$ cat src/rtl/fir_mac_if.sv
// Sample/coefficient/output bundle for the time-multiplexed FIR MAC.
// The FIR is the slave. The testbench or upstream logic is the master.
interface fir_mac_if #(
    parameter int DATA_W = 8,
    parameter int COEF_W = 16,
    parameter int TAPS   = 15,
    parameter int OUT_W  = 8
);
    localparam int ADDR_W = $clog2(TAPS);

    logic                     in_valid;
    logic                     in_ready;
    logic signed [DATA_W-1:0] in_data;
    logic                     coef_we;
    logic [ADDR_W-1:0]        coef_addr;
    logic signed [COEF_W-1:0] coef_data;
    logic                     out_valid;
    logic signed [OUT_W-1:0]  out_data;
    logic                     out_sat;
    logic [1:0]               state_dbg;

    modport slave (
        input  in_valid, in_data, coef_we, coef_addr, coef_data,
        output in_ready, out_valid, out_data, out_sat, state_dbg
    );

    modport master (
        output in_valid, in_data, coef_we, coef_addr, coef_data,
        input  in_ready, out_valid, out_data, out_sat, state_dbg
    );
endinterface

$ cat src/rtl/fir_mac.sv
// Single-MAC FIR filter. It accepts one sample, runs TAPS multiply-accumulate cycles,
// then emits a rounded and saturated result as a one-cycle out_valid pulse.
module fir_mac #(
    parameter int DATA_W = 8,
    parameter int COEF_W = 16,
    parameter int TAPS   = 15,
    parameter int OUT_W  = 8,
    parameter int SHIFT  = 8
) (
    input  logic      clk,
    input  logic      rst,
    fir_mac_if.slave  bus
);
    localparam int ADDR_W = $clog2(TAPS);
    localparam int PROD_W = DATA_W + COEF_W;
    localparam int ACC_W  = PROD_W + $clog2(TAPS);

    localparam logic signed [ACC_W:0] OUT_MAX =
        $signed({{(ACC_W + 2 - OUT_W){1'b0}}, {(OUT_W - 1){1'b1}}});
    localparam logic signed [ACC_W:0] OUT_MIN = ~OUT_MAX;
    localparam logic signed [ACC_W:0] RND     = $signed({{ACC_W{1'b0}}, 1'b1}) << (SHIFT - 1);

    typedef enum logic [1:0] {
        IDLE  = 2'd0,
        ACCUM = 2'd1,
        DONE  = 2'd2
    } state_t;

    state_t                   r_state;
    logic signed [DATA_W-1:0] r_delay [TAPS];
    logic signed [COEF_W-1:0] r_coef  [TAPS];
    logic signed [ACC_W-1:0]  r_acc;
    logic [ADDR_W-1:0]        r_idx;
    logic                     r_out_valid;
    logic signed [OUT_W-1:0]  r_out_data;
    logic                     r_out_sat;

    logic                     w_accept;
    logic                     w_coef_wr;
    logic signed [PROD_W-1:0] w_prod;
    logic signed [ACC_W-1:0]  w_prod_ext;
    logic signed [ACC_W:0]    w_sum;
    logic signed [ACC_W:0]    w_rnd;
    logic                     w_hi;
    logic                     w_lo;

    // A sample transfers on a rising edge where in_valid and in_ready are both 1.
    // in_ready is 1 only in IDLE outside reset. in_valid may be held without any other constraint.
    assign bus.in_ready  = rst && (r_state == IDLE);
    assign w_accept      = bus.in_valid && bus.in_ready;
    assign w_coef_wr     = bus.coef_we && rst && (r_state == IDLE) &&
                           ({{(32 - ADDR_W){1'b0}}, bus.coef_addr} < 32'(TAPS));

    assign w_prod        = PROD_W'(r_delay[r_idx]) * PROD_W'(r_coef[r_idx]);
    assign w_prod_ext    = {{(ACC_W - PROD_W){w_prod[PROD_W-1]}}, w_prod};

    // The extra MSB keeps the round-half-up addition from wrapping.
    assign w_sum         = $signed({r_acc[ACC_W-1], r_acc}) + RND;
    assign w_rnd         = w_sum >>> SHIFT;
    assign w_hi          = (w_rnd > OUT_MAX);
    assign w_lo          = (w_rnd < OUT_MIN);

    assign bus.out_valid = r_out_valid;
    assign bus.out_data  = r_out_data;
    assign bus.out_sat   = r_out_sat;
    assign bus.state_dbg = r_state;

    always_ff @(posedge clk) begin
        if (!rst) begin
            r_state     <= IDLE;
            r_acc       <= '0;
            r_idx       <= '0;
            r_out_valid <= 1'b0;
            r_out_data  <= '0;
            r_out_sat   <= 1'b0;
            for (int k = 0; k < TAPS; k++) begin
                r_delay[k] <= '0;
                r_coef[k]  <= '0;
            end
        end else begin
            r_out_valid <= 1'b0;
            if (w_coef_wr) begin
                r_coef[bus.coef_addr] <= bus.coef_data;
            end
            case (r_state)
                IDLE: begin
                    if (w_accept) begin
                        r_delay[0] <= bus.in_data;
                        for (int k = 1; k < TAPS; k++) begin
                            r_delay[k] <= r_delay[k-1];
                        end
                        r_acc   <= '0;
                        r_idx   <= '0;
                        r_state <= ACCUM;
                    end
                end
                ACCUM: begin
                    r_acc <= r_acc + w_prod_ext;
                    r_idx <= r_idx + 1'b1;
                    if (r_idx == ADDR_W'(TAPS - 1)) begin
                        r_state <= DONE;
                    end
                end
                DONE: begin
                    r_out_valid <= 1'b1;
                    if (w_hi) begin
                        r_out_data <= OUT_MAX[OUT_W-1:0];
                        r_out_sat  <= 1'b1;
                    end else if (w_lo) begin
                        r_out_data <= OUT_MIN[OUT_W-1:0];
                        r_out_sat  <= 1'b1;
                    end else begin
                        r_out_data <= w_rnd[OUT_W-1:0];
                        r_out_sat  <= 1'b0;
                    end
                    r_state <= IDLE;
                end
                default: r_state <= IDLE;
            endcase
        end
    end
endmodule

$ cat src/flat_wrapper.sv
// flat-port wrapper written by rule: the top's interface ports become plain ports
module fir_mac_flat 
#(
    parameter int DATA_W = 8,
    parameter int COEF_W = 16,
    parameter int TAPS   = 15,
    parameter int OUT_W  = 8,
    parameter int SHIFT  = 8
)
  (clk, rst, bus_in_valid, bus_in_data, bus_coef_we, bus_coef_addr, bus_coef_data, bus_in_ready, bus_out_valid, bus_out_data, bus_out_sat, bus_state_dbg);
  fir_mac_if #(.DATA_W(DATA_W), .COEF_W(COEF_W), .TAPS(TAPS), .OUT_W(OUT_W)) bus_i ();
  input  logic clk;
  input  logic rst;
  input wire logic [$bits(bus_i.in_valid)-1:0] bus_in_valid;
  input wire logic [$bits(bus_i.in_data)-1:0] bus_in_data;
  input wire logic [$bits(bus_i.coef_we)-1:0] bus_coef_we;
  input wire logic [$bits(bus_i.coef_addr)-1:0] bus_coef_addr;
  input wire logic [$bits(bus_i.coef_data)-1:0] bus_coef_data;
  output wire logic [$bits(bus_i.in_ready)-1:0] bus_in_ready;
  output wire logic [$bits(bus_i.out_valid)-1:0] bus_out_valid;
  output wire logic [$bits(bus_i.out_data)-1:0] bus_out_data;
  output wire logic [$bits(bus_i.out_sat)-1:0] bus_out_sat;
  output wire logic [$bits(bus_i.state_dbg)-1:0] bus_state_dbg;
  assign bus_i.in_valid = bus_in_valid;
  assign bus_i.in_data = bus_in_data;
  assign bus_i.coef_we = bus_coef_we;
  assign bus_i.coef_addr = bus_coef_addr;
  assign bus_i.coef_data = bus_coef_data;
  assign bus_in_ready = bus_i.in_ready;
  assign bus_out_valid = bus_i.out_valid;
  assign bus_out_data = bus_i.out_data;
  assign bus_out_sat = bus_i.out_sat;
  assign bus_state_dbg = bus_i.state_dbg;
  fir_mac #(.DATA_W(DATA_W), .COEF_W(COEF_W), .TAPS(TAPS), .OUT_W(OUT_W), .SHIFT(SHIFT)) u_core (.clk(clk), .rst(rst), .bus(bus_i));
endmodule
$ cat config.mk
export PLATFORM = sky130hd
export DESIGN_NAME = fir_mac_flat
export DESIGN_NICKNAME = d
export VERILOG_FILES = /design/src/rtl/fir_mac_if.sv /design/src/rtl/fir_mac.sv /design/src/flat_wrapper.sv
export SDC_FILE = /design/constraint.sdc
export NUM_CORES = 1
export LEC_CHECK = 0
export ABC_AREA = 1
export CAP_MARGIN = 20
export CELL_PAD_IN_SITES_DETAIL_PLACEMENT = 1
export CELL_PAD_IN_SITES_GLOBAL_PLACEMENT = 1
export CORE_MARGIN = 2
export CORE_UTILIZATION = 45
export DETAILED_ROUTE_END_ITERATION = 7
export PLACE_DENSITY = 0.73
export SLEW_MARGIN = 10
export SYNTH_ARGS = -nofsm -noshare
export SYNTH_HDL_FRONTEND = slang
export SYNTH_SLANG_ARGS = --single-unit
$ cat constraint.sdc
create_clock -name clk -period 8.6 [get_ports clk]
set_clock_uncertainty 0.15 [all_clocks]
set_input_delay 0.86 -clock clk [delete_from_list [all_inputs] [get_ports clk]]
set_output_delay 0.86 -clock clk [all_outputs]
set_load 0.03 [all_outputs]
==> reports/qor_table.md <==
| Step | Result | Reported |
|---|---|---|
| layout | Filler cells | 6,106 |
| clock network | Clock tree from TritonCTS | built |
| global route | Antenna violations before repair | 1 |
| placement | Post-Place Cell Area | 25,760 um^2 |
| yosys | Syn. warnings | 0 |
| placement | Buffers on Ports | 44 |
| drt | Antenna Violating Nets Remaining | 0 |
| placement | Weighted congestion reported at the end of routability-driven placement | 0.8099 |
| flow run | Max cap viols | 0 |
| die | Die width | 238.6 um |
| timing | Number of hold violations in the final report | 0 |
| timing | Worst slew slack as a fraction of its limit | 28.76% |
| yosys | Async set-or-reset flop fraction in the synthesized netlist | 0% |
| placement | Detail Placement HPWL | 46,450 um |
| drt | First DRT Iteration DRCs | 1,188 |
| critical path | Internal reg-to-reg setup slack | 1.16 ns |
| yosys | Post-synthesis instance total | 2,638 |
| timing | Setup_tns | 0 ns |
| critical path | Reg-to-Reg End | u_core.r_acc[24] |
| yosys | Leading cell type by number of instances after synthesis | sky130_fd_sc_hd__nor2_1 |
| critical path | WP data required | 8.94 ns |
| critical path | Critical path fanouts, max | 47 |
| clock network | Count of instances resized after the clock tree is built | 0 |
| critical path | Category of the worst setup path capture point | flop |
| yosys | Netlist cell types | 45 |
| timing | Max Freq | 0.1344 GHz |
| die | Core box area | 54,130 um^2 |
| critical path | Worst R2R Path Depth | 23 |
| power | Power Density | 294.4 nW/um^2 |
| die | Row cnt | 85 |
| critical path | CP peak stage delay | 0.74 ns |
| drt | Number of remaining DRC errors | 0 |
| yosys | Average cell area after synthesis | 9.384 um^2 |
| drt | Per-cell routed wire length | 20.70 um |
| worst hold path | Number of instances on the worst hold path | 2 |
| yosys | Yosys top cell area share | 45.61% |
| clock network | Number of buffers inserted by hold repair at cts | 0 |
| critical path | Crit path kind | reg2reg |
| clock network | Insertion delay of the later-clocked pin in the worst-skew pair | 0.61 ns |
| power | Maximum ir drop on the vdd rail | 0.1644 mV |
| yosys | Synth area leader | sky130_fd_sc_hd__edfxtp_1 |
| layout | Share of post-route cells with drive strength above 1 | 4.614% |
| timing | RSZ-0062 raised after global routing | false |
| global route | Maximum number of pins on one net before global-route repair | 185 |
| critical path | Slowest cell on the critical path | sky130_fd_sc_hd__inv_2 |
| clock network | CTS Buf Count | 47 |
| layout | Final instance area | 27,190 um^2 |
| die | Die Ht | 238.6 um |
| drt | Via Count | 18,610 |
| yosys | Cell types occupying the most area after synthesis | sky130_fd_sc_hd__edfxtp_1, sky130_fd_sc_hd__fa_1, sky130_fd_sc_hd__nor2_1 |
| clock network | Cell chosen for the clock root | sky130_fd_sc_hd__clkbuf_16 |
| global route | Wire length of the first global-routing pass | 110,900 um |
| layout | Utilization after layout | 50.23% |
| clock network | Clk sink count | 424 |
| timing | Worst setup slack after layout | 1.161 ns |
| yosys | Share of the yosys chip area belonging to registers | 49.49% |
| yosys | Post-Synthesis Cell Area | 24,760 um^2 |
| clock network | Number of H-tree branching levels | 2 |
| placement | Pre-CTS setup slack | 1.136 ns |
| global route | Total global routing overflow | 0 |
| timing | Crit share post-route | 86.50% |
| timing | Number of pins exceeding their max-slew limit in the final report | 0 |
| clock network | Clock-pin slew on the worst setup and hold paths | 0.06 ns |
| critical path | Cell breakdown of the critical path | inv_2 > buf_12 > o21ai_0 > o221ai_1 > o211ai_1 > nand2_1 > nand2_1 > inv_1 > fa_1 > inv_1 > fa_1 > inv_1 > fa_1 > fa_1 > ha_1 > ha_1 > nand2_1 > nor4_1 > o21ai_0 > nand3_1 > or2_2 > nand3_1 > o21ai_0 |
| yosys | Register bit total from synthesis | 424 |
| critical path | CP Capture Point | u_core.r_acc[24] |
| die | I/O Pins | 45 |
| critical path | Arrival time worst endpoint | 7.78 ns |
| worst hold path | Worst Hold Class | reg2reg |
| drt | Detail-routed via count per cell | 5.535 |
| timing | Min Tclk post-route | 7.439 ns |
| critical path | Element type at the critical path start | flop |
| die | Area enclosed by the die boundary | 56,910 um^2 |
| layout | Synth-to-layout area growth | 9.845% |
| clock network | Clock tree buffer depth | 3 |
| global route | Combined global-route utilization of all metal layers | 25.01% |
| timing | Slew of the pin with the lowest slew margin | 1.066 ns |
| layout | Final-stage net count | 2,869 |
| yosys | Prevailing post-synth register cell | sky130_fd_sc_hd__edfxtp_1 |
| layout | Ant diodes | 0 |
| yosys | Synth top cells by count | sky130_fd_sc_hd__nor2_1, sky130_fd_sc_hd__nand2_1, sky130_fd_sc_hd__edfxtp_1 |
| drt | Count of TritonRoute iterations in the first routing pass | 5 |
| clock network | Buffer count from post-CTS setup fixing | 0 |
| die | Initial Utilization | 45.73% |
| timing | Final-report setup violation count | 0 |
| outcome | Run status | complete, no violations |
| power | Static leakage | 0.01197 uW |
| critical path | Cell repeated most along the worst path | sky130_fd_sc_hd__fa_1 |
| yosys | Number of synthesized flops with an enable pin | 376 |
| global route | Number of global-route vias before repair | 20,020 |
| drt | Overall routed net length | 69,580 um |
-- where the power goes --
group / switching [uW] / internal (uW)
sequential: 67.9 / 2370
clock: 861 / 1050
combinational: 2340 / 1310
-- cell usage in the layout (no fill, tap or decap), types with 4 or more instances in the layout --
master	n
sky130_fd_sc_hd__nor2_1	534
sky130_fd_sc_hd__nand2_1	376
sky130_fd_sc_hd__edfxtp_1	376
sky130_fd_sc_hd__inv_1	359
sky130_fd_sc_hd__o21ai_0	228
sky130_fd_sc_hd__fa_1	144
sky130_fd_sc_hd__a21oi_1	99
sky130_fd_sc_hd__nand3_1	75
sky130_fd_sc_hd__ha_1	65
sky130_fd_sc_hd__o221ai_1	51
sky130_fd_sc_hd__clkbuf_16	47
sky130_fd_sc_hd__dfxtp_1	45
sky130_fd_sc_hd__clkdlybuf4s50_1	43
sky130_fd_sc_hd__o22ai_1	26
sky130_fd_sc_hd__o211ai_1	25
sky130_fd_sc_hd__conb_1	16
sky130_fd_sc_hd__buf_4	15
sky130_fd_sc_hd__clkinv_1	13
sky130_fd_sc_hd__clkbuf_1	12
sky130_fd_sc_hd__nand4_1	10
sky130_fd_sc_hd__xor2_1	9
sky130_fd_sc_hd__clkinv_2	9
sky130_fd_sc_hd__xnor2_1	8
sky130_fd_sc_hd__nor2_2	7
sky130_fd_sc_hd__inv_2	6
sky130_fd_sc_hd__nor3_1	6
sky130_fd_sc_hd__or2_2	6
sky130_fd_sc_hd__nand2_2	5
sky130_fd_sc_hd__nor3_2	4
sky130_fd_sc_hd__nor2_4	4
-- final cells by class --
| cell class | instances | area (um^2) | share of cell area (%) |
|---|---|---|---|
| tap | 696 | 870.8 | 3.202 |
| clock inverter | 28 | 211.5 | 0.7776 |
| inverter | 367 | 1380 | 5.075 |
| timing repair buffer | 62 | 608.1 | 2.236 |
| clock buffer | 59 | 1221 | 4.491 |
| sequential | 424 | 12260 | 45.09 |
| multi-input combinational | 1726 | 10640 | 39.13 |
-- how the worst min path moves through the flow --
stage	start	to	slack, ns
global route	u_core.bus.out_data[0]	u_core.bus.out_data[0]	0.33
floorplan	u_core.r_acc[0]	u_core.r_acc[0]	0.30
detailed placement	u_core.bus.out_data[0]	u_core.bus.out_data[0]	0.31
CTS	u_core.bus.out_data[0]	u_core.bus.out_data[0]	0.32
finish	u_core.bus.out_data[7]	u_core.bus.out_data[7]	0.32
global placement	u_core.bus.out_data[0]	u_core.bus.out_data[0]	0.30
-- metrics by stage --
| stage | total power, uW | hold WS (ns) | instances |
|---|---|---|---|
| floorplan | 5146 | 0.2989 | 2653 |
| global placement | 6006 | 0.3015 | 3275 |
| detailed placement | 6140 | 0.3099 | 3275 |
| CTS | 8076 | 0.3182 | 3362 |
| global route | 8681 | 0.3343 | 3362 |
| finish | 8004 | 0.3165 | 3362 |
-- routing by layer --
layer  up-vias  global-route usage, %  routed length [um]
li1       8620                      -                   -
met1      9500                  32.20               29970
met2       373                  44.55               35130
met3       115                  2.841                2731
met4         2                  7.159                1734
met5         -                      0                  13
-- flip-flops by register name, indices dropped and copies added, names as in the netlist, named ones only --
register and count:
u_core.r_acc 28, u_core.bus.out_sat 1, u_core.bus.out_valid 1, u_core.r_idx 4
u_core.r_delay 120, u_core.bus.state_dbg 2, u_core.r_coef 256, u_core.bus.out_data 8
-- kinds of logic after synthesis --
kind of cell    Yosys count  synth area share [%]
flops                   424                 49.49
buf+inv                 503                 7.814
simple gates           1039                 16.82
fa+ha+maj               209                 14.93
other cells               1               0.01515
xor+xnor                 17                0.6015
compound gates          445                 10.33
-- critical path, delay by kind of cell, from the launching register on --
kind	cells	cell delay, ns
fa+ha+maj	6	2.59
buf+inv	5	1.83
simple gates	7	1.44
compound gates	5	0.86
flops	1	0.42
(Power assumes the default switching activity.)
